File: src/rtl/carwash_pkg.sv
// carwash_pkg: shared types and default timing constants for the carwash
// timer datapath.
//   timer_state_t : one-hot timer FSM state (HALT, IDLE, RUN, DONE)
//   *_DEF         : default tick divider and spray/rinse durations
package carwash_pkg;

  typedef enum logic [3:0] {
    HALT = 4'b0001,
    IDLE = 4'b0010,
    RUN  = 4'b0100,
    DONE = 4'b1000
  } timer_state_t;

  localparam int TICK_DIV_DEF = 1000;
  localparam int T1_TICKS_DEF = 30;
  localparam int T2_TICKS_DEF = 20;

endpackage

File: src/rtl/carwash_timers_if.sv
// carwash_timers_if: controller <-> timer datapath signals.
//   CLRT1/CLRT2 : clear spray/rinse timer (held high = held cleared)
//   FREEZE      : emergency hold of running timers
//   T1DONE/T2DONE : sticky expiry flags back to the controller
//   master = controller FSM side, slave = timer datapath side
interface carwash_timers_if;
  logic CLRT1;
  logic CLRT2;
  logic FREEZE;
  logic T1DONE;
  logic T2DONE;

  modport master (output CLRT1, output CLRT2, output FREEZE,
                  input  T1DONE, input T2DONE);
  modport slave  (input  CLRT1, input CLRT2, input FREEZE,
                  output T1DONE, output T2DONE);
endinterface

File: src/rtl/carwash_timer.sv
// carwash_timer: one cycle-accurate timer expiring after N counting edges.
//   clk    : rising-edge clock
//   CLR    : asynchronous active-high reset (back to HALT)
//   CLRT   : clear, priority over everything but CLR; held = held cleared
//   FREEZE : holds the count while in RUN
//   DONE   : registered, sticky expiry flag
module carwash_timer
  import carwash_pkg::*;
#(
  parameter int N     = 12,
  parameter int CNT_W = 32
) (
  input  logic clk,
  input  logic CLR,
  input  logic CLRT,
  input  logic FREEZE,
  output logic DONE
);

  if (N < 1) begin : g_bad_n
    $error("carwash_timer: N must be >= 1");
  end
  if (CNT_W < 1) begin : g_bad_w
    $error("carwash_timer: CNT_W must be >= 1");
  end
  if ($clog2(N + 1) > CNT_W) begin : g_bad_fit
    $error("carwash_timer: N does not fit in CNT_W bits");
  end

  localparam logic [CNT_W-1:0] NV  = CNT_W'(N);
  localparam logic [CNT_W-1:0] NM1 = CNT_W'(N - 1);

  timer_state_t     state;
  logic [CNT_W-1:0] cnt;

  always_ff @(posedge clk or posedge CLR) begin
    if (CLR) begin
      state <= HALT;
      cnt   <= '0;
      DONE  <= 1'b0;
    end else if (CLRT) begin
      state <= IDLE;
      cnt   <= '0;
      DONE  <= 1'b0;
    end else begin
      unique case (state)
        HALT: ;
        // The IDLE->RUN edge is itself counting edge 1, so N==1 expires here.
        IDLE: begin
          if (N == 1) begin
            state <= carwash_pkg::DONE;
            cnt   <= NV;
            DONE  <= 1'b1;
          end else begin
            state <= RUN;
            cnt   <= CNT_W'(1);
          end
        end
        RUN: begin
          if (!FREEZE) begin
            if (cnt == NM1) begin
              state <= carwash_pkg::DONE;
              cnt   <= NV;
              DONE  <= 1'b1;
            end else begin
              cnt <= cnt + CNT_W'(1);
            end
          end
        end
        carwash_pkg::DONE: ;
        default: begin
          state <= HALT;
          cnt   <= '0;
          DONE  <= 1'b0;
        end
      endcase
    end
  end

endmodule

File: src/rtl/carwash_timers.sv
// carwash_timers: spray (T1) and rinse (T2) timers beside the carwash FSM.
//   clk : rising-edge clock
//   CLR : asynchronous active-high reset
//   bus : slave side of carwash_timers_if (CLRT1/CLRT2/FREEZE in,
//         T1DONE/T2DONE out)
module carwash_timers
  import carwash_pkg::*;
#(
  parameter int TICK_DIV = TICK_DIV_DEF,
  parameter int T1_TICKS = T1_TICKS_DEF,
  parameter int T2_TICKS = T2_TICKS_DEF,
  parameter int CNT_W    = 32
) (
  input  logic           clk,
  input  logic           CLR,
  carwash_timers_if.slave bus
);

  if (TICK_DIV < 1) begin : g_bad_div
    $error("carwash_timers: TICK_DIV must be >= 1");
  end
  if (T1_TICKS < 1) begin : g_bad_t1
    $error("carwash_timers: T1_TICKS must be >= 1");
  end
  if (T2_TICKS < 1) begin : g_bad_t2
    $error("carwash_timers: T2_TICKS must be >= 1");
  end

  localparam int N1 = TICK_DIV * T1_TICKS;
  localparam int N2 = TICK_DIV * T2_TICKS;

  carwash_timer #(.N(N1), .CNT_W(CNT_W)) u_t1 (
    .clk    (clk),
    .CLR    (CLR),
    .CLRT   (bus.CLRT1),
    .FREEZE (bus.FREEZE),
    .DONE   (bus.T1DONE)
  );

  carwash_timer #(.N(N2), .CNT_W(CNT_W)) u_t2 (
    .clk    (clk),
    .CLR    (CLR),
    .CLRT   (bus.CLRT2),
    .FREEZE (bus.FREEZE),
    .DONE   (bus.T2DONE)
  );

endmodule

File: src/flat_wrapper.sv
// flat-port wrapper written by rule: the top's interface ports become plain ports
module carwash_timers_flat import carwash_pkg::*;
#(
  parameter int TICK_DIV = TICK_DIV_DEF,
  parameter int T1_TICKS = T1_TICKS_DEF,
  parameter int T2_TICKS = T2_TICKS_DEF,
  parameter int CNT_W    = 32
)
  (clk, CLR, bus_CLRT1, bus_CLRT2, bus_FREEZE, bus_T1DONE, bus_T2DONE);
  carwash_timers_if bus_i ();
  input  logic clk;
  input  logic CLR;
  input wire logic [$bits(bus_i.CLRT1)-1:0] bus_CLRT1;
  input wire logic [$bits(bus_i.CLRT2)-1:0] bus_CLRT2;
  input wire logic [$bits(bus_i.FREEZE)-1:0] bus_FREEZE;
  output wire logic [$bits(bus_i.T1DONE)-1:0] bus_T1DONE;
  output wire logic [$bits(bus_i.T2DONE)-1:0] bus_T2DONE;
  assign bus_i.CLRT1 = bus_CLRT1;
  assign bus_i.CLRT2 = bus_CLRT2;
  assign bus_i.FREEZE = bus_FREEZE;
  assign bus_T1DONE = bus_i.T1DONE;
  assign bus_T2DONE = bus_i.T2DONE;
  carwash_timers #(.TICK_DIV(TICK_DIV), .T1_TICKS(T1_TICKS), .T2_TICKS(T2_TICKS), .CNT_W(CNT_W)) u_core (.clk(clk), .CLR(CLR), .bus(bus_i));
endmodule
File: config.mk
export PLATFORM = sky130hd
export DESIGN_NAME = carwash_timers_flat
export DESIGN_NICKNAME = d
export VERILOG_FILES = /design/src/rtl/carwash_pkg.sv /design/src/rtl/carwash_timers_if.sv /design/src/rtl/carwash_timer.sv /design/src/rtl/carwash_timers.sv /design/src/flat_wrapper.sv
export SDC_FILE = /design/constraint.sdc
export NUM_CORES = 1
export LEC_CHECK = 0
export CORE_AREA = 2 2 95 97
export CTS_CLUSTER_DIAMETER = 40
export DETAILED_ROUTE_END_ITERATION = 8
export DIE_AREA = 0 0 97 99
export HOLD_SLACK_MARGIN = 0.03
export PLACE_DENSITY = 0.63
export SYNTH_ARGS = -nofsm -noshare
export SYNTH_HDL_FRONTEND = slang
export SYNTH_HIERARCHICAL = 1
export SYNTH_SLANG_ARGS = --single-unit
File: constraint.sdc
create_clock -name clk -period 2.8 [get_ports clk]
set_clock_uncertainty 0.2 [all_clocks]
set_input_delay 0.56 -clock clk [delete_from_list [all_inputs] [get_ports clk]]
set_output_delay 0.56 -clock clk [all_outputs]
set_load 0.1 [all_outputs]
==> summary.txt <==
Routing
  – Via total after detailed routing: 3487
  – TritonRoute pass-1 iters: 4
  – DRT antenna net count: 0
  – Total wire length: 8812 um
  – # DRC: 0
  – Wire per inst: between 10 and 15 um
  – DR iter-0 viols: 112
  – Vias per cell: 5.851

Worst setup path
  – Setup crit end kind: register
  – Arrival time worst endpoint: 2.55 ns
  – Startpoint type of the worst setup path: register
  – Worst reg-to-reg path cell count: 6
  – Worst R2R Setup Slack: 0.29 ns
  – Worst R2R End: u_core/u_t2/cnt[15]$_DFFE_PP0P_
  – CP Data Required Time: 2.84 ns
  – Reg-to-Reg Start: u_core/u_t2/cnt[18]$_DFFE_PP0P_
  – CP max stage delay: 0.55 ns
  – Buf/Inv on CP: 1
  – Crit-path cells: or4_1 -> nor4_1 -> nor4b_4 -> o21a_1 -> buf_4 -> nor2_1
  – Max stage delay cell, worst path: or4_1
  – CP Max Fanout: 13
  – Cell family with the largest share of critical-path delay: simple AND/OR/NAND/NOR gates
  – Critical path type: reg -> reg

Timing
  – Final min period: ~2.5 ns
  – Setup repair after global routing missed its margin: false
  – Slew Viols, Final: 0
  – Fmax: 0.3980 GHz
  – # setup viols final: 0
  – Final hold violations: 0
  – Final period utilization: 89.73%
  – Tightest Pin Transition: 0.6348 ns
  – Slew HR: 57.29%
  – Setup slack after layout: between 0.2 and 0.3 ns

Clock tree
  – Setup Buffers After CTS: 0
  – Reg clk slew, reported paths: 0.08 ns
  – TritonCTS clock tree: done
  – Root Driver: clkbuf_8
  – Post-CTS sizing: 0
  – H-Tree Depth: 3
  – # clock sinks: 74
  – Hold_buf cts: 0
  – Clk_lat worst skew: 0.35 ns
  – CTS Buffer Depth: 2
  – CTS Buf Count: 9

Min path
  – Hold path start: u_core/u_t1/cnt[13]$_DFFE_PP0P_
  – Min-Delay Endpoint: u_core/u_t1/cnt[13]$_DFFE_PP0P_
  – Min-delay worst type: reg -> reg
  – Hold depth: 1

Outcome
  – Outcome: finished, final reports clean

Layout
  – Fill count: 754
  – Number of diodes: 0
  – Layout overhead on the synthesized area: 11.24%
  – Layout Nets: 490
  – Share of cells above drive strength 1: 12.70%
  – Finished Cell Area: 4707 sq um
  – Cell Count, Final, Fillers Out: a little under 600
  – Area of the multi-input gates: 2221 sq um
  – Register area: 1854 sq um

Synthesis
  – Post-synth EDFFs: 0
  – Syn nets: 470
  – Sequential area share after synthesis: a little over two fifths
  – Netlist Area Pre-Place: 4232 sq um
  – Gate Count Post-Synth: 463
  – Synth Register Bits: 74
  – Ys flop type: dfrtp_1
  – Yosys warnings: 6
  – Top cell type by total area after synthesis: dfrtp_1
  – Most common cell in the netlist: dfrtp_1
  – Post-Syn Area per Cell: just over 9 sq um
  – Synth unique cells: 57
  – Share of the synthesized area in the top cell type: a little over two fifths
  – Most instantiated cells after synthesis: dfrtp_1 (72), nor2_1 (60), o21ai_0 (37)
  – Area contributors post-synth: dfrtp_1 (43%), xor2_1 (6.8%), nor2_1 (5.3%)
  – Ys async rst share: 100.0%

Placed design
  – Placed cells: 580
  – Placed Area: 4488 sq um
  – RePlAce Congestion: ~0.84
  – Setup WS pre-CTS: -0.04341 ns
  – Port Buffers: 6
  – Final HPWL DP: 6272 um

Global route
  – Initial antenna violation count: 0
  – Largest net degree at the start of global routing: 38
  – Vias in the first global route: 3360
  – First-pass GRT wire length: 15610 um
  – Total track usage: 19.41%
  – Grt ovf: 0

Flow run
  – Max-cap viol count: 0

Pwr
  – Worst ir drop on vdd: 0.2943 mV
  – Lkg Pwr: 0.001890 uW
  – Power per cell area: 459.7 nW/um^2

Floorplanning
  – Initial Utilization: 49.49%
  – Die H: around 99 um
  – Cell Rows: 34
  – Ports: 7
  – DIE AREA: around 9600 sq um
  – Core area: 8551 sq um
  – Die Wd: 97 um
## routing by layer
metal,GRT usage (%),routed length [um],vias to the layer above
li1,-,-,1729
met1,25.91,4222,1699
met2,32.00,4236,42
met3,2.624,154,17
met4,8.126,199,0
met5,0,0,-
## worst register-to-register path: cells and delay by family (launching register included)
family                 cells  cell delay (ns)
and+or+nand+nor            4             1.35
buffers and inverters      1             0.20
DFF                        1             0.44
AOI/OAI and AO/OA          1             0.21
## report_power, final
group / switching [uW] / internal [uW]
sequential: 20.1 / 1080
clock: 400 / 524
combinational: 85.1 / 54.9
## cells by family after synthesis
| logic type | after synthesis | share of synthesized area, % |
|---|---|---|
| AO/OA/AOI/OAI | 82 | 11.74 |
| XOR/XNOR | 36 | 7.451 |
| adder cells (fa/ha/maj) | 2 | 0.5913 |
| buffers and inverters | 29 | 3.903 |
| flip-flops | 74 | 43.82 |
| multiplexers | 1 | 0.2366 |
| AND/OR/NAND/NOR | 239 | 32.26 |
## registers in the layout (all words and copies together), names as in the netlist
name               flops
u_core/u_t1/DONE       1
u_core/u_t1/cnt       32
u_core/u_t1/state      4
u_core/u_t2/DONE       1
u_core/u_t2/cnt       32
u_core/u_t2/state      4
## layout by cell type, fill, tap and decap left out, types with 3 or more instances in the layout
cell type        synthesis  routed
a21oi_1                 22      22
a31oi_1                  4       4
and3_1                  11      11
buf_4                    0      25
clkbuf_8                 0      10
clkdlybuf4s50_1          0       4
dfrtp_1                 72      72
inv_1                    8       8
nand2_1                 36      36
nand2b_1                 4       4
nand3_1                 28      28
nand4_1                 26      26
nor2_1                  60      60
nor3_1                   9       9
nor3b_1                  4       4
nor4_1                  12      12
nor4b_1                  5       5
o21ai_0                 37      37
o31ai_1                  5       5
o41ai_1                  3       3
or3_1                   14      14
or4_1                    6       6
xnor2_1                  3       3
xor2_1                  33      33
## stage by stage
stage	hold WS, ns	total power, uW	TNS [ns]	util [%]
global route	0.3671	2258	0	55.05
finish	0.3477	2164	0	55.05
detailed placement	0.3367	1263	-0.04341	52.49
global placement	0.3155	1259	-0.01235	52.49
CTS	0.3501	2189	0	55.05
floorplan	0.2731	1222	0	-
## cell type report
cell class              count  area share [%]
flip-flops and latches     74           39.39
well taps                 108           2.871
inverters                   8          0.6380
clock inverters             5           1.648
repair buffers             30           5.263
multi-input cells         360           47.18
clock buffers              11           3.004
## how the worst max path moves through the flow
stage / start / end / slack, ns / depth (start not counted)
after floorplan: u_core/u_t2/cnt[22]$_DFFE_PP0P_ / u_core/u_t2/cnt[1]$_DFFE_PP0P_ / 0.57 / 7
after global placement: bus_FREEZE / u_core/u_t1/cnt[31]$_DFFE_PP0P_ / -0.01 / 7
after detailed placement: bus_FREEZE / u_core/u_t1/cnt[31]$_DFFE_PP0P_ / -0.04 / 7
after CTS: u_core/u_t2/cnt[18]$_DFFE_PP0P_ / u_core/u_t2/cnt[13]$_DFFE_PP0P_ / 0.27 / 6
after global routing: bus_FREEZE / u_core/u_t1/cnt[31]$_DFFE_PP0P_ / 0.12 / 7
final: u_core/u_t2/cnt[18]$_DFFE_PP0P_ / u_core/u_t2/cnt[15]$_DFFE_PP0P_ / 0.29 / 6
Power figures use the tool's default switching activity.
